--- config.mk ---
export PLATFORM = sky130hd
export DESIGN_NAME = fc_ibuf_ctrl_flat
export DESIGN_NICKNAME = d
export VERILOG_FILES = /design/src/rtl/fc_ibuf_ctrl_if.sv /design/src/rtl/fc_ibuf_ctrl.sv /design/src/flat_wrapper.sv
export SDC_FILE = /design/constraint.sdc
export NUM_CORES = 1
export LEC_CHECK = 0
export ABC_AREA = 1
export BUFFER_PORTS_ARGS = -buffer_cell sky130_fd_sc_hd__clkbuf_2
export CAP_MARGIN = 20
export CELL_PAD_IN_SITES_DETAIL_PLACEMENT = 1
export CELL_PAD_IN_SITES_GLOBAL_PLACEMENT = 2
export CORE_UTILIZATION = 29
export CTS_BUF_LIST = sky130_fd_sc_hd__clkbuf_4
export DETAILED_ROUTE_END_ITERATION = 16
export PLACE_DENSITY = 0.78
export SYNTH_ARGS = -nofsm -noshare
export SYNTH_HDL_FRONTEND = slang
export SYNTH_SLANG_ARGS = --single-unit
--- constraint.sdc ---
create_clock -name clk -period 1.2 [get_ports clk]
set_input_delay 0.06 -clock clk [delete_from_list [all_inputs] [get_ports clk]]
set_output_delay 0.06 -clock clk [all_outputs]
set_load 0.05 [all_outputs]
--- src/rtl/fc_ibuf_ctrl_if.sv ---
// Handshake bundle between the FC input-buffer sequencer and its neighbours:
// upstream obuf valid/ready, ibuf write/shift strobes and the crossbar
// address/bit-plane stream. The controller side uses the slave modport.
interface fc_ibuf_ctrl_if #(
    parameter int ADDR_W = 1,
    parameter int BIT_W  = 3
);
    logic              i_start;
    logic              i_in_valid;
    logic              o_in_ready;
    logic              o_we;
    logic              o_se;
    logic [ADDR_W-1:0] o_ibuf_addr;
    logic              o_xbar_valid;
    logic              i_xbar_ready;
    logic [BIT_W-1:0]  o_bit_idx;
    logic              o_last_bit;
    logic              o_busy;
    logic              o_done;

    // Environment side: issues start, upstream data valid and crossbar ready.
    modport master (
        output i_start, i_in_valid, i_xbar_ready,
        input  o_in_ready, o_we, o_se, o_ibuf_addr, o_xbar_valid,
               o_bit_idx, o_last_bit, o_busy, o_done
    );

    // Controller side.
    modport slave (
        input  i_start, i_in_valid, i_xbar_ready,
        output o_in_ready, o_we, o_se, o_ibuf_addr, o_xbar_valid,
               o_bit_idx, o_last_bit, o_busy, o_done
    );
endinterface

--- src/rtl/fc_ibuf_ctrl.sv ---
// FC-layer input buffer sequencer. One pass = load FIFO_LENGTH words from
// upstream, then stream the buffer bit-serially (LSB plane first): every
// ibuf address of the current plane to the crossbar, then one ibuf shift,
// repeated for DATA_SIZE planes with no shift after the last plane.
module fc_ibuf_ctrl #(
    parameter int DATA_SIZE   = 8,
    parameter int FIFO_LENGTH = 4,
    parameter int NUM_ADDR    = 2
) (
    input  logic          clk,
    input  logic          rst_n,
    fc_ibuf_ctrl_if.slave bus
);
    localparam int ADDR_W = (NUM_ADDR > 1)    ? $clog2(NUM_ADDR)    : 1;
    localparam int BIT_W  = (DATA_SIZE > 1)   ? $clog2(DATA_SIZE)   : 1;
    localparam int WR_W   = (FIFO_LENGTH > 1) ? $clog2(FIFO_LENGTH) : 1;

    localparam logic [WR_W-1:0]   WR_LAST   = WR_W'(FIFO_LENGTH - 1);
    localparam logic [ADDR_W-1:0] ADDR_LAST = ADDR_W'(NUM_ADDR - 1);
    localparam logic [BIT_W-1:0]  BIT_LAST  = BIT_W'(DATA_SIZE - 1);

    typedef enum logic [2:0] {
        S_IDLE,
        S_LOAD,
        S_STREAM,
        S_SHIFT,
        S_DONE
    } state_t;

    state_t            state_q;
    logic [WR_W-1:0]   wr_cnt_q;
    logic [ADDR_W-1:0] addr_cnt_q;
    logic [BIT_W-1:0]  bit_cnt_q;

    logic in_fire;
    logic xbar_fire;

    assign in_fire   = (state_q == S_LOAD)   && bus.i_in_valid;
    assign xbar_fire = (state_q == S_STREAM) && bus.i_xbar_ready;

    // Pass sequencer: state plus write, address and bit-plane counters.
    always_ff @(posedge clk or negedge rst_n) begin
        if (!rst_n) begin
            state_q    <= S_IDLE;
            wr_cnt_q   <= '0;
            addr_cnt_q <= '0;
            bit_cnt_q  <= '0;
        end else begin
            case (state_q)
                S_IDLE: begin
                    if (bus.i_start) begin
                        state_q    <= S_LOAD;
                        wr_cnt_q   <= '0;
                        addr_cnt_q <= '0;
                        bit_cnt_q  <= '0;
                    end
                end
                S_LOAD: begin
                    if (in_fire) begin
                        if (wr_cnt_q == WR_LAST) begin
                            wr_cnt_q <= '0;
                            state_q  <= S_STREAM;
                        end else begin
                            wr_cnt_q <= wr_cnt_q + WR_W'(1);
                        end
                    end
                end
                S_STREAM: begin
                    // Address and plane stay put until the crossbar accepts.
                    if (xbar_fire) begin
                        if (addr_cnt_q == ADDR_LAST) begin
                            addr_cnt_q <= '0;
                            // The last plane needs no shift: the buffer is reloaded next pass.
                            state_q    <= (bit_cnt_q == BIT_LAST) ? S_DONE : S_SHIFT;
                        end else begin
                            addr_cnt_q <= addr_cnt_q + ADDR_W'(1);
                        end
                    end
                end
                S_SHIFT: begin
                    bit_cnt_q <= bit_cnt_q + BIT_W'(1);
                    state_q   <= S_STREAM;
                end
                S_DONE: begin
                    state_q <= S_IDLE;
                end
                default: begin
                    state_q <= S_IDLE;
                end
            endcase
        end
    end

    // Outputs decoded from the registered state. Address and bit index are
    // only meaningful while a vector is offered, so they read 0 otherwise;
    // this also keeps o_last_bit low outside STREAM for single-plane builds.
    assign bus.o_in_ready   = (state_q == S_LOAD);
    assign bus.o_we         = in_fire;
    assign bus.o_se         = (state_q == S_SHIFT);
    assign bus.o_xbar_valid = (state_q == S_STREAM);
    assign bus.o_ibuf_addr  = (state_q == S_STREAM) ? addr_cnt_q : '0;
    assign bus.o_bit_idx    = (state_q == S_STREAM) ? bit_cnt_q  : '0;
    assign bus.o_last_bit   = (state_q == S_STREAM) && (bit_cnt_q == BIT_LAST);
    assign bus.o_busy       = (state_q != S_IDLE);
    assign bus.o_done       = (state_q == S_DONE);
endmodule

--- src/flat_wrapper.sv ---
// flat-port wrapper written by rule: the top's interface ports become plain ports
module fc_ibuf_ctrl_flat 
#(
    parameter int DATA_SIZE   = 8,
    parameter int FIFO_LENGTH = 4,
    parameter int NUM_ADDR    = 2
)
  (clk, rst_n, bus_i_start, bus_i_in_valid, bus_i_xbar_ready, bus_o_in_ready, bus_o_we, bus_o_se, bus_o_ibuf_addr, bus_o_xbar_valid, bus_o_bit_idx, bus_o_last_bit, bus_o_busy, bus_o_done);
  fc_ibuf_ctrl_if #(.ADDR_W(1), .BIT_W(3)) bus_i ();
  input  logic clk;
  input  logic rst_n;
  input wire logic [$bits(bus_i.i_start)-1:0] bus_i_start;
  input wire logic [$bits(bus_i.i_in_valid)-1:0] bus_i_in_valid;
  input wire logic [$bits(bus_i.i_xbar_ready)-1:0] bus_i_xbar_ready;
  output wire logic [$bits(bus_i.o_in_ready)-1:0] bus_o_in_ready;
  output wire logic [$bits(bus_i.o_we)-1:0] bus_o_we;
  output wire logic [$bits(bus_i.o_se)-1:0] bus_o_se;
  output wire logic [$bits(bus_i.o_ibuf_addr)-1:0] bus_o_ibuf_addr;
  output wire logic [$bits(bus_i.o_xbar_valid)-1:0] bus_o_xbar_valid;
  output wire logic [$bits(bus_i.o_bit_idx)-1:0] bus_o_bit_idx;
  output wire logic [$bits(bus_i.o_last_bit)-1:0] bus_o_last_bit;
  output wire logic [$bits(bus_i.o_busy)-1:0] bus_o_busy;
  output wire logic [$bits(bus_i.o_done)-1:0] bus_o_done;
  assign bus_i.i_start = bus_i_start;
  assign bus_i.i_in_valid = bus_i_in_valid;
  assign bus_i.i_xbar_ready = bus_i_xbar_ready;
  assign bus_o_in_ready = bus_i.o_in_ready;
  assign bus_o_we = bus_i.o_we;
  assign bus_o_se = bus_i.o_se;
  assign bus_o_ibuf_addr = bus_i.o_ibuf_addr;
  assign bus_o_xbar_valid = bus_i.o_xbar_valid;
  assign bus_o_bit_idx = bus_i.o_bit_idx;
  assign bus_o_last_bit = bus_i.o_last_bit;
  assign bus_o_busy = bus_i.o_busy;
  assign bus_o_done = bus_i.o_done;
  fc_ibuf_ctrl #(.DATA_SIZE(DATA_SIZE), .FIFO_LENGTH(FIFO_LENGTH), .NUM_ADDR(NUM_ADDR)) u_core (.clk(clk), .rst_n(rst_n), .bus(bus_i));
endmodule
==> impl_summary.log, run 1 <==
[metrics] result of the run: complete, but fails checks
[metrics] violations in the final reports: setup timing
[metrics] drc violations: 0
[metrics] final-report hold violation count: 0
[metrics] maximum level of the CTS H-tree: 1
[metrics] Mapped Cells: 81
[metrics] cell-by-cell trace of the critical path: nand3_4, clkinvlp_4, buf_6, nand2_4, nand2_1, nand3_1, nand2_1
[metrics] CTS clock-pin slew for the worst setup and hold paths: 0.06 ns
[metrics] sequential cell area: between 200 and 250 sq um
[metrics] max frequency: 702 MHz
[metrics] GPL Wtd Cong: 0.761
[metrics] flip-flop and latch count after synthesis: 9
[metrics] mux contribution to synthesized area: 0%
[metrics] layout-stage area growth over the synthesis result: 98.3%
[metrics] data arrival time of the worst path: 1.57 ns
[metrics] Critical Path Most Common Cell: sky130_fd_sc_hd__nand2_1
[metrics] Lkg Pwr: between 0.5 and 0.6 nW
[metrics] total routing usage reported by global routing: 18.6%
[metrics] diode count: 0
[metrics] TritonCTS clock tree: done
[metrics] sequential share of power: approximately 18%
[metrics] Rows: 16
[metrics] startpoint type of the worst setup path: flop
[metrics] root buffer cell: sky130_fd_sc_hd__clkbuf_4
[metrics] total area of multi-input combinational cells: 447 sq um
[metrics] kind of end point of the critical path: flop
[metrics] Detail Route Antenna Nets: 0
[metrics] total count of max-transition violations in the final report: 0
[metrics] largest stage delay on the critical path: around 0.51 ns
[metrics] combinational family with the most area after synthesis: simple AND/OR/NAND/NOR gates
[metrics] largest net degree at the start of global routing: 10
[metrics] final core utilization: 61.1%
[metrics] synthesized-area fraction occupied by ao, oa, aoi and oai cells: 6.83%
[metrics] fraction of synthesized cell area in xor and xnor cells: 0%
[metrics] Max-Slew Margin vs Limit: 82.3%
[metrics] synthesized-area fraction occupied by adder cells: 6.21%
[metrics] dominant delay contributor by cell family on the critical path: flip-flops
[metrics] floorplan die area: between 0.002 and 0.0025 sq mm
[metrics] actual transition at the worst max-transition pin: 0.265 ns
[metrics] Peak VDD IR: 1350 uV
[metrics] data required time of the worst path: around 1.3 ns
[metrics] number of sinks driven by the clock tree: 9
[metrics] leading cell types in the layout, fill and taps excluded: sky130_fd_sc_hd__buf_4 (16), sky130_fd_sc_hd__nand2_1 (11), sky130_fd_sc_hd__nor2_4 (8), sky130_fd_sc_hd__inv_1 (8), sky130_fd_sc_hd__buf_8 (8)
[metrics] number of antenna violations at the first check in global routing: 0
[metrics] First-pass DRT Iterations: 2
[metrics] placed wire-length estimate: 1.19 mm
[metrics] number of buffers added by the clock tree synthesis step: 3
[metrics] buffers plus inverters on the worst setup path: 2
[metrics] type of the worst min-delay path: primary input to flop
[metrics] power per cell area: 2760 mW/mm^2
[metrics] Warnings, synthesis: 0
[metrics] Clk network pwr share: around 7.6%
[metrics] number of global-route vias before repair: 668
[metrics] number of maximum-capacitance violations: 0
[metrics] maximum fanout encountered on the critical timing path: 8
[metrics] number of vias per cell after detailed routing: roughly 4.6
[metrics] global-route wire length before repair: slightly below 3 mm
[metrics] Int Pwr: 0.00165 W
[metrics] IO Pins: 16
[metrics] DIE WIDTH: around 48 um
[metrics] number of port buffers: 15
[metrics] count of endpoints failing setup in the final report: 20
[metrics] clock skew after layout: slightly above 0.006 ns
[metrics] sequential-to-total area share from yosys stat: 37.3%
[metrics] Filler cells: between 200 and 250
[metrics] total grt overflow: 0
[metrics] Post-Syn Nets: 89
[metrics] cell area after synthesis: roughly 600 sq um
[metrics] Net Sw Frac: 50.1%
[metrics] fin crit share: 119%
[metrics] total number of vias: 692
[metrics] wirelength, routed: 2.17 mm
[metrics] setup repair after global routing missed its margin: yes
[metrics] placeable core area: 0.00196 sq mm
[metrics] slowest cell on the critical path: sky130_fd_sc_hd__dfrtp_2
[metrics] Total Nets Final: 132
[metrics] DIE HEIGHT: around 48 um
[metrics] Starting Density: 30.8%
[metrics] CTS max path bufs: 2
[metrics] number of distinct standard cells referenced by the synthesized netlist: 19
[metrics] final critical path time including I/O delays and setup: 1.42 ns
[metrics] Worst-Skew Late Latency: 0.26 ns
[metrics] share of cells above drive strength 1: 66.7%
[metrics] total power: ~0.0033 W
[metrics] most frequent standard cell in the layout excluding fill and tap cells: sky130_fd_sc_hd__buf_4
[metrics] Crit Path Class: flop to flop
[metrics] initial detailed-routing violation count: 7
[metrics] Post-Synth Simple-Gate Area: 37.9%
[metrics] average wire per standard cell: 14.5 um
[metrics] P_sw: 0.00166 W
[metrics] proportion of power drawn by combinational gates: 74.5%
[metrics] Worst Setup Slack, final: -0.224 ns
[metrics] synthesized area per cell: 7.46 sq um
## power groups by stage
| stage | Clock [W] | Sequential, W | Combinational (W) |
|---|---|---|---|
| floorplan | 0 | 0.000495 | 0.00121 |
| global placement | 0 | 0.000546 | 0.00155 |
| global route | 0.000268 | 0.000610 | 0.00266 |
| finish | 0.000250 | 0.000593 | 0.00247 |
| detailed placement | 0 | 0.000554 | 0.00155 |
| CTS | 0.000262 | 0.000564 | 0.00202 |
## per-stage QoR
stage                     instance area (sq um)  setup WS (ns)  hold WS, ns  TNS (ns)  instances
after floorplan                             642         -0.218       -0.236     -1.28         81
final                                      1200         -0.224       0.0874     -3.07        150
after CTS                                  1060         -0.171       0.0615     -2.19        144
after global placement                      800         -0.108      -0.0702    -0.704        130
after global routing                       1200         -0.306        0.104     -4.24        150
after detailed placement                    800         -0.125      -0.0688    -0.777        130
## layout make-up
| type | instances | share of cell area [%] |
|---|---|---|
| multi-input cells | 55 | 37.3 |
| flip-flops and latches | 9 | 19.0 |
| clock buffers | 4 | 2.51 |
| inverters | 16 | 5.85 |
| well taps | 27 | 2.82 |
| repair buffers | 39 | 32.6 |
## sequential cells by signal, indices dropped and copies added, names as in the netlist
| name | flops |
|---|---|
| u_core.addr_cnt_q | 1 |
| u_core.wr_cnt_q | 2 |
| u_core.bit_cnt_q | 3 |
| u_core.state_q | 3 |
## worst paths after layout
path | from | to | slack, ns | cells past startpoint
max | u_core.state_q[1] | u_core.state_q[1] | -0.22 | 7
min | bus_i_xbar_ready | u_core.addr_cnt_q | 0.09 | 3
max reg2reg | u_core.state_q[1] | u_core.state_q[1] | -0.22 | 7
min reg2reg | u_core.wr_cnt_q[1] | u_core.wr_cnt_q[1] | 0.49 | 2
max in group asynchronous | rst_n | u_core.state_q[1] | 0.77 | 2
min in group asynchronous | rst_n | u_core.state_q[2] | 0.22 | 2
## timing repair
| item | 4_1_cts | 5_1_grt |
|---|---|---|
| pin swaps | 2 | 7 |
| endpoints found under the hold margin | 9 | 0 |
| buffers inserted | 9 | 6 |
| hold buffers | 1 | 0 |
| endpoints found under the setup margin | 20 | 20 |
| gates resized for setup | 39 | 30 |
## synthesized netlist by cell type, drive strengths merged
cell type	instances	area share, %
nand2	23	16
inv	16	9.9
ha	3	6.2
dfrtp	9	37
o21ai	5	6.0
nand3b	1	1.2
nand3	7	8.7
nor2	13	10
nand4	1	1.0
buf	1	1.9
a21oi	1	0.83
nor3	1	0.83
## metal layers
layer	track usage, %	vias to the layer above	share of wire, %
li1	-	339	-
met2	33.7	18	56
met4	6.67	0	2.3
met3	3.02	4	3.1
met5	0	-	0
met1	22.0	331	38
## worst min-delay path: stages
cell and delay [ns]:
sky130_fd_sc_hd__clkbuf_2 0.12, sky130_fd_sc_hd__nand3_2 0.07, sky130_fd_sc_hd__o21ai_1 0.05
## cell families (layout without fill, tap and decap cells)
family	Yosys count	after routing
simple gates	46	46
buf+inv	17	59
flops	9	9
compound gates	6	6
fa+ha+maj	3	3
Note: power is estimated with default switching activity, not from simulation.
==> inputs of run 2 (changes only) <==
--- a/config.mk
+++ b/config.mk
@@ -6,14 +6,14 @@
 export NUM_CORES = 1
 export LEC_CHECK = 0
 export ABC_AREA = 1
-export BUFFER_PORTS_ARGS = -buffer_cell sky130_fd_sc_hd__clkbuf_2
 export CAP_MARGIN = 20
 export CELL_PAD_IN_SITES_DETAIL_PLACEMENT = 1
 export CELL_PAD_IN_SITES_GLOBAL_PLACEMENT = 2
-export CORE_UTILIZATION = 29
+export CORE_UTILIZATION = 30
 export CTS_BUF_LIST = sky130_fd_sc_hd__clkbuf_4
 export DETAILED_ROUTE_END_ITERATION = 16
-export PLACE_DENSITY = 0.78
+export DONT_BUFFER_PORTS = 1
+export PLACE_DENSITY = 0.68
 export SYNTH_ARGS = -nofsm -noshare
 export SYNTH_HDL_FRONTEND = slang
 export SYNTH_SLANG_ARGS = --single-unit
==> constraint.sdc (replaced) <==
create_clock -name clk -period 1.52 [get_ports clk]
set_input_delay 0.076 -clock clk [delete_from_list [all_inputs] [get_ports clk]]
set_output_delay 0.076 -clock clk [all_outputs]
set_load 0.05 [all_outputs]
==> run 2 against run 1 <==
- highest routed layer unchanged
- combinational power shrank 54%
- cell count shrank 19%
- non-clock buffer count shrank 26
- clock skew is essentially flat
- critical path type is now flop to primary output
- sequential share of layout area grew 9.8 points
- die area shrank 3.2%
- worst setup slack gained 0.30 ns
- routed wire length shrank 32%
- the flow now finishes without violations
- critical path depth shrank 2
- register-to-register slack gained 0.46 ns
==> impl_summary.log, run 2 (synthesis gave the netlist of run 1 again) <==
[metrics] result of the run: finished, final reports clean (was complete, but fails checks)
[metrics] reg2reg end: u_core.wr_cnt_q[0] (was u_core.state_q[1])
[metrics] GPL Wtd Cong: 0.775 (was 0.761)
[metrics] Peak VDD IR: 852 uV (was 1350 uV)
[metrics] Worst-Skew Late Latency: 0.27 ns (was 0.26 ns)
[metrics] IO Pins: 16 (unchanged)
[metrics] floorplan die area: 0.00220 sq mm (was 0.00227 sq mm)
[metrics] Lkg Pwr: 0.412 nW (was 0.552 nW)
[metrics] layout-stage area growth over the synthesis result: 30.6% (was 98.3%)
[metrics] max frequency: 692 MHz
[metrics] number of buffers added by the clock tree synthesis step: 3 (unchanged)
[metrics] Worst Setup Slack post-DPL: 0.214 ns (was -0.125 ns)
[metrics] type of the worst min-delay path: primary input to flop (unchanged)
[metrics] setup repair after global routing missed its margin: no (was yes)
[metrics] number of sinks driven by the clock tree: 9 (unchanged)
[metrics] total grt overflow: 0 (unchanged)
[metrics] largest net degree at the start of global routing: 10 (unchanged)
[metrics] CP Launch Point: u_core.state_q[0] (was u_core.state_q[1])
[metrics] Detail Route Antenna Nets: 0 (unchanged)
[metrics] TritonCTS clock tree: done (unchanged)
[metrics] leading cell types in the layout, fill and taps excluded: sky130_fd_sc_hd__nand2_1 (19), sky130_fd_sc_hd__inv_1 (11), sky130_fd_sc_hd__buf_4 (10), sky130_fd_sc_hd__nor2_1 (8), sky130_fd_sc_hd__dfrtp_1 (7) (was sky130_fd_sc_hd__buf_4 (16), sky130_fd_sc_hd__nand2_1 (11), sky130_fd_sc_hd__nor2_4 (8), sky130_fd_sc_hd__inv_1 (8), sky130_fd_sc_hd__buf_8 (8))
[metrics] Max-Slew Margin vs Limit: 71.9% (was 82.3%)
[metrics] root buffer cell: sky130_fd_sc_hd__clkbuf_4 (unchanged)
[metrics] CTS clock-pin slew for the worst setup and hold paths: 0.06 ns (about the same)
[metrics] count of endpoints failing setup in the final report: 0 (was 20)
[metrics] drc violations: 0 (unchanged)
[metrics] total number of vias: 558 (was 692)
[metrics] startpoint type of the worst setup path: flop (unchanged)
[metrics] clock skew after layout: 0.00641 ns (was 0.00612 ns)
[metrics] DIE HEIGHT: 46.9 um (was 47.7 um)
[metrics] worst flop-to-flop path startpoint: u_core.state_q[2] (was u_core.state_q[1])
[metrics] Worst Reg-to-Reg Cells: 8 (was 7)
[metrics] number of cells on the worst hold path: 3 (unchanged)
[metrics] wirelength, routed: 1.48 mm (was 2.17 mm)
[metrics] diode count: 0 (unchanged)
[metrics] First-pass DRT Iterations: 4 (was 2)
[metrics] initial detailed-routing violation count: 9 (was 7)
[metrics] final critical path time including I/O delays and setup: 1.45 ns
[metrics] number of global-route vias before repair: 569 (was 668)
[metrics] final-report hold violation count: 0 (unchanged)
[metrics] r2r setup slk: 0.24 ns (was -0.22 ns)
[metrics] Rows: 15 (was 16)
[metrics] final core utilization: 43.8% (was 61.1%)
[metrics] number of port buffers: 0 (was 15)
[metrics] actual transition at the worst max-transition pin: 0.420 ns (was 0.265 ns)
[metrics] placeable core area: 0.00180 sq mm (was 0.00196 sq mm)
[metrics] maximum fanout encountered on the critical timing path: 5 (was 8)
[metrics] maximum level of the CTS H-tree: 1 (unchanged)
[metrics] average wire per standard cell: 12.1 um (was 14.5 um)
[metrics] DIE WIDTH: 46.9 um (was 47.7 um)
[metrics] Worst Setup Slack, final: 0.0745 ns (was -0.224 ns)
[metrics] share of cells above drive strength 1: 36.1% (was 66.7%)
[metrics] number of maximum-capacitance violations: 0 (unchanged)
[metrics] timing endpoint of the critical path: bus_o_se (was u_core.state_q[1])
[metrics] number of vias per cell after detailed routing: 4.57 (was 4.61)
[metrics] Starting Density: 33.5% (was 30.8%)
[metrics] startpoint of the worst hold path: bus_i_xbar_ready (unchanged)
[metrics] data arrival time of the worst path: 1.37 ns (was 1.57 ns)
[metrics] Crit Path Class: flop to primary output (was flop to flop)
[metrics] most frequent standard cell in the layout excluding fill and tap cells: sky130_fd_sc_hd__nand2_1 (was sky130_fd_sc_hd__buf_4)
[metrics] CTS max path bufs: 2 (unchanged)
[metrics] global-route wire length before repair: 2.57 mm (was 2.88 mm)
[metrics] total count of max-transition violations in the final report: 0 (unchanged)
[metrics] setup bufs post-CTS: 0 (was 9)
[metrics] Setup Total Neg Slack: 0 ns (was -3.07 ns)
[metrics] number of antenna violations at the first check in global routing: 0 (unchanged)
[metrics] total routing usage reported by global routing: 17.2% (was 18.6%)
[metrics] fin crit share: 95.1%
[metrics] placed wire-length estimate: 1.18 mm (was 1.19 mm)
[metrics] Total Nets Final: 106 (was 132)
[metrics] registers with the highest flip-flop counts: u_core.bit_cnt_q (3), u_core.state_q (3), u_core.wr_cnt_q (2) (unchanged)
[metrics] data required time of the worst path: 1.44 ns (was 1.34 ns)
[metrics] kind of end point of the critical path: primary output (was flop)
[metrics] power per cell area: 2260 mW/mm^2 (was 2760 mW/mm^2)
run 2: changes by cell type in the layout (fill, tap and decap cells not counted), moves of 3 or more:
cell,previous run,this run
sky130_fd_sc_hd__buf_4,16,10
sky130_fd_sc_hd__buf_6,7,0
sky130_fd_sc_hd__buf_8,8,0
sky130_fd_sc_hd__clkbuf_2,4,0
sky130_fd_sc_hd__clkbuf_8,3,0
sky130_fd_sc_hd__inv_1,8,11
sky130_fd_sc_hd__nand2_1,11,19
sky130_fd_sc_hd__nand2_2,7,4
sky130_fd_sc_hd__nand2_4,5,0
sky130_fd_sc_hd__nor2_1,2,8
sky130_fd_sc_hd__nor2_4,8,2
run 2: layout make-up:
class | instances | area (sq um)
timing repair buffer | 13 | 115
clock buffer | 4 | 30.0
inverter | 16 | 62.6
fill | 247 | 1010
multi-input combinational | 55 | 323
tap | 25 | 31.3
sequential | 9 | 228
run 2: how the worst min path moves through the flow:
stage	endpoint	slack, ns
6_report	u_core.addr_cnt_q	0.06
5_1_grt	u_core.addr_cnt_q	0.08
2_1_floorplan	u_core.addr_cnt_q	-0.22
3_5_place_dp	u_core.state_q[0]	-0.22
3_3_place_gp	u_core.state_q[0]	-0.22
4_1_cts	u_core.addr_cnt_q	0.06
run 2: repair_timing:
item                       4_1_cts  5_1_grt
resized for setup                1        3
hold endpoints to repair        10        0
hold buffers                     2        0
setup endpoints to repair        1        7
run 2: power breakdown:
part	switching, W	total, W	internal (W)
sequential	0.000105	0.000446	0.000341
clock	0.0000878	0.000207	0.000119
combinational	0.000784	0.00113	0.000350
run 2: through the flow:
stage	cell area (sq um)	cells	hold WS [ns]	total power (W)
2_1_floorplan	614	81	-0.220	0.00130
3_3_place_gp	729	116	-0.219	0.00155
3_5_place_dp	729	116	-0.219	0.00157
4_1_cts	782	122	0.0577	0.00179
5_1_grt	790	122	0.0839	0.00194
6_report	790	122	0.0581	0.00179
run 2: layer usage:
layer / part of all wire (%) / global-route usage, %
met1: 50 / 22.6
met2: 42 / 26.4
met3: 5.8 / 3.08
met4: 2.6 / 10.3
met5: 0 / 0
run 2: critical path, stage by stage (launching register included):
cell,delay [ns]
sky130_fd_sc_hd__dfrtp_2,0.42
sky130_fd_sc_hd__inv_2,0.07
sky130_fd_sc_hd__nor2_1,0.15
sky130_fd_sc_hd__nand2_1,0.11
sky130_fd_sc_hd__inv_1,0.13
sky130_fd_sc_hd__buf_4,0.21
==> inputs of run 3 (changes only) <==
--- a/config.mk
+++ b/config.mk
@@ -10,7 +10,7 @@
 export CELL_PAD_IN_SITES_DETAIL_PLACEMENT = 1
 export CELL_PAD_IN_SITES_GLOBAL_PLACEMENT = 2
 export CORE_UTILIZATION = 30
-export CTS_BUF_LIST = sky130_fd_sc_hd__clkbuf_4
+export CTS_BUF_LIST = sky130_fd_sc_hd__clkbuf_16
 export DETAILED_ROUTE_END_ITERATION = 16
 export DONT_BUFFER_PORTS = 1
 export PLACE_DENSITY = 0.68
==> run 3 against run 2 <==
- critical endpoint is now bus_o_xbar_valid
- via count is the same
- largest power group unchanged
- hold slack lost 0.024 ns
- design area grew 4.1%
- fmax up 1.2%
==> impl_summary.log, run 3 (synthesis gave the netlist of run 1 again) <==
[metrics] max frequency: 700 MHz (was 692 MHz)
[metrics] diode count: 0 (unchanged)
[metrics] leading cell types in the layout, fill and taps excluded: sky130_fd_sc_hd__nand2_1 (19), sky130_fd_sc_hd__inv_1 (12), sky130_fd_sc_hd__buf_4 (10), sky130_fd_sc_hd__nor2_1 (8), sky130_fd_sc_hd__dfrtp_1 (8) (was sky130_fd_sc_hd__nand2_1 (19), sky130_fd_sc_hd__inv_1 (11), sky130_fd_sc_hd__buf_4 (10), sky130_fd_sc_hd__nor2_1 (8), sky130_fd_sc_hd__dfrtp_1 (7))
[metrics] Lkg Pwr: 0.432 nW (was 0.412 nW)
[metrics] share of cells above drive strength 1: 34.4% (was 36.1%)
[metrics] DIE HEIGHT: 46.9 um (unchanged)
[metrics] maximum level of the CTS H-tree: 1 (unchanged)
[metrics] sequential cell area: 226 sq um (was 228 sq um)
[metrics] layout-stage area growth over the synthesis result: 36.0% (was 30.6%)
[metrics] Rows: 15 (unchanged)
[metrics] actual transition at the worst max-transition pin: 0.425 ns (was 0.420 ns)
[metrics] number of vias per cell after detailed routing: 4.61 (was 4.57)
[metrics] number of antenna violations at the first check in global routing: 0 (unchanged)
[metrics] total count of max-transition violations in the final report: 0 (unchanged)
[metrics] Detail Route Antenna Nets: 0 (unchanged)
[metrics] number of buffers added by the clock tree synthesis step: 3 (unchanged)
[metrics] Max-Slew Margin vs Limit: 71.6% (was 71.9%)
[metrics] setup repair after global routing missed its margin: no (unchanged)
[metrics] number of global-route vias before repair: 577 (was 569)
[metrics] Peak VDD IR: 973 uV (was 852 uV)
[metrics] startpoint of the worst hold path: bus_i_xbar_ready (unchanged)
[metrics] IO Pins: 16 (unchanged)
[metrics] placeable core area: 0.00180 sq mm (unchanged)
[metrics] kind of end point of the critical path: primary output (unchanged)
[metrics] r2r setup slk: 0.20 ns (was 0.24 ns)
[metrics] CTS max path bufs: 2 (unchanged)
[metrics] Filler cells: 237 (was 247)
[metrics] setup bufs post-CTS: 0 (unchanged)
[metrics] largest net degree at the start of global routing: 10 (unchanged)
[metrics] Starting Density: 33.5% (unchanged)
[metrics] total number of vias: 558 (unchanged)
[metrics] count of endpoints failing setup in the final report: 0 (unchanged)
[metrics] drc violations: 0 (unchanged)
[metrics] final critical path time including I/O delays and setup: 1.43 ns (was 1.45 ns)
[metrics] number of port buffers: 0 (unchanged)
[metrics] root buffer cell: sky130_fd_sc_hd__clkbuf_16 (was sky130_fd_sc_hd__clkbuf_4)
[metrics] power per cell area: 2460 mW/mm^2 (was 2260 mW/mm^2)
[metrics] global-route wire length before repair: 2.59 mm (was 2.57 mm)
[metrics] result of the run: finished, final reports clean (unchanged)
[metrics] Final Cell Area: 822 sq um (was 790 sq um)
[metrics] CTS clock-pin slew for the worst setup and hold paths: 0.04 ns (was 0.06 ns)
[metrics] hold path endpoint: u_core.addr_cnt_q (unchanged)
[metrics] wirelength, routed: 1.50 mm (was 1.48 mm)
[metrics] registers with the highest flip-flop counts: u_core.bit_cnt_q (3), u_core.state_q (3), u_core.wr_cnt_q (2) (unchanged)
[metrics] most frequent standard cell in the layout excluding fill and tap cells: sky130_fd_sc_hd__nand2_1 (unchanged)
[metrics] initial detailed-routing violation count: 7 (was 9)
[metrics] Worst Reg-to-Reg Cells: 7 (was 8)
[metrics] Total Nets Final: 105 (was 106)
[metrics] clock skew after layout: 0.00163 ns (was 0.00641 ns)
[metrics] Worst Setup Slack, final: 0.0911 ns (was 0.0745 ns)
[metrics] final-report hold violation count: 0 (unchanged)
[metrics] type of the worst min-delay path: primary input to flop (unchanged)
[metrics] number of cells on the worst hold path: 2 (was 3)
[metrics] fin crit share: 94.0% (was 95.1%)
[metrics] instance area at placement: 729 sq um (unchanged)
[metrics] Worst-Skew Late Latency: 0.23 ns (was 0.27 ns)
[metrics] total routing usage reported by global routing: 17.2% (about the same)
[metrics] First-pass DRT Iterations: 4 (unchanged)
[metrics] DIE WIDTH: 46.9 um (unchanged)
[metrics] GPL Wtd Cong: 0.775 (unchanged)
[metrics] total area of multi-input combinational cells: 318 sq um (was 323 sq um)
[metrics] startpoint type of the worst setup path: flop (unchanged)
[metrics] number of maximum-capacitance violations: 0 (unchanged)
[metrics] number of sinks driven by the clock tree: 9 (unchanged)
[metrics] average wire per standard cell: 12.4 um (was 12.1 um)
[metrics] data arrival time of the worst path: 1.35 ns (was 1.37 ns)
[metrics] total grt overflow: 0 (unchanged)
[metrics] worst flop-to-flop path startpoint: u_core.state_q[1] (was u_core.state_q[2])
[metrics] Setup Total Neg Slack: 0 ns (unchanged)
[metrics] data required time of the worst path: 1.44 ns (about the same)
[metrics] number of standard cells in the layout, taps in and fillers out: 121 (was 122)
[metrics] Worst Setup Slack post-DPL: 0.214 ns (unchanged)
[metrics] floorplan die area: 0.00220 sq mm (unchanged)
[metrics] TritonCTS clock tree: done (unchanged)
[metrics] placed wire-length estimate: 1.18 mm (unchanged)
[metrics] maximum fanout encountered on the critical timing path: 8 (was 5)
[metrics] cell count after placement: 116 (unchanged)
[metrics] reg2reg end: u_core.state_q[1] (was u_core.wr_cnt_q[0])
[metrics] Crit Path Class: flop to primary output (unchanged)
[run 3: changes by cell type in the layout (fill, tap and decap cells not counted), sizes merged]
cell         delta
clkbuf          -1
inv             +1
dlygate4sd3     -1
[run 3: through the flow]
step	hold slack [ns]	total power (W)	utilization, %
3_5_place_dp	-0.219	0.00157	40.5
4_1_cts	0.0352	0.00205	45.4
6_report	0.0345	0.00202	45.6
5_1_grt	0.0585	0.00218	45.6
3_3_place_gp	-0.219	0.00155	40.5
2_1_floorplan	-0.220	0.00130	-
[run 3: repair_timing]
item	4_1_cts	5_1_grt
hold buffers	1	0
hold endpoints to repair	9	0
gates resized for setup	0	2
endpoints found under the setup margin	0	2
[run 3: worst max-delay path by stage]
stage	start	end	slack (ns)	depth (start not counted)
floorplan	u_core.state_q[2]	bus_o_we	0.007	5
global placement	u_core.state_q[1]	u_core.state_q[1]	0.24	7
detailed placement	u_core.state_q[2]	u_core.wr_cnt_q[0]	0.21	8
CTS	u_core.state_q[2]	bus_o_we	0.04	6
global route	u_core.state_q[1]	bus_o_xbar_valid	0.01	3
finish	u_core.state_q[1]	bus_o_xbar_valid	0.09	3
[run 3: worst max-delay path, cell delays in order, from the launching register on]
cell and delay (ns):
sky130_fd_sc_hd__dfrtp_1 0.55, sky130_fd_sc_hd__nand3_4 0.18, sky130_fd_sc_hd__inv_1 0.16, sky130_fd_sc_hd__buf_4 0.22
[run 3: power breakdown]
group	total [W]	internal, W	switching [W]
logic	0.00113	0.000346	0.000780
clock network	0.000457	0.000344	0.000113
registers	0.000441	0.000339	0.000102
[run 3: layout make-up]
class / instances / share of cell area, %
clock buffer: 3 / 9.13
clock inverter: 1 / 0.457
inverter: 16 / 7.61
multi-input combinational: 55 / 38.7
sequential: 9 / 27.5
tap: 25 / 3.81
timing repair buffer: 12 / 12.8
[run 3: layer usage]
| layer | up-vias | GRT usage [%] | share of wire (%) |
|---|---|---|---|
| met5 | - | 0 | 0 |
| met4 | 0 | 8.57 | 2.4 |
| met3 | 5 | 4.62 | 6.3 |
| met2 | 15 | 26.9 | 44 |
| met1 | 261 | 22.0 | 47 |
| li1 | 277 | - | - |
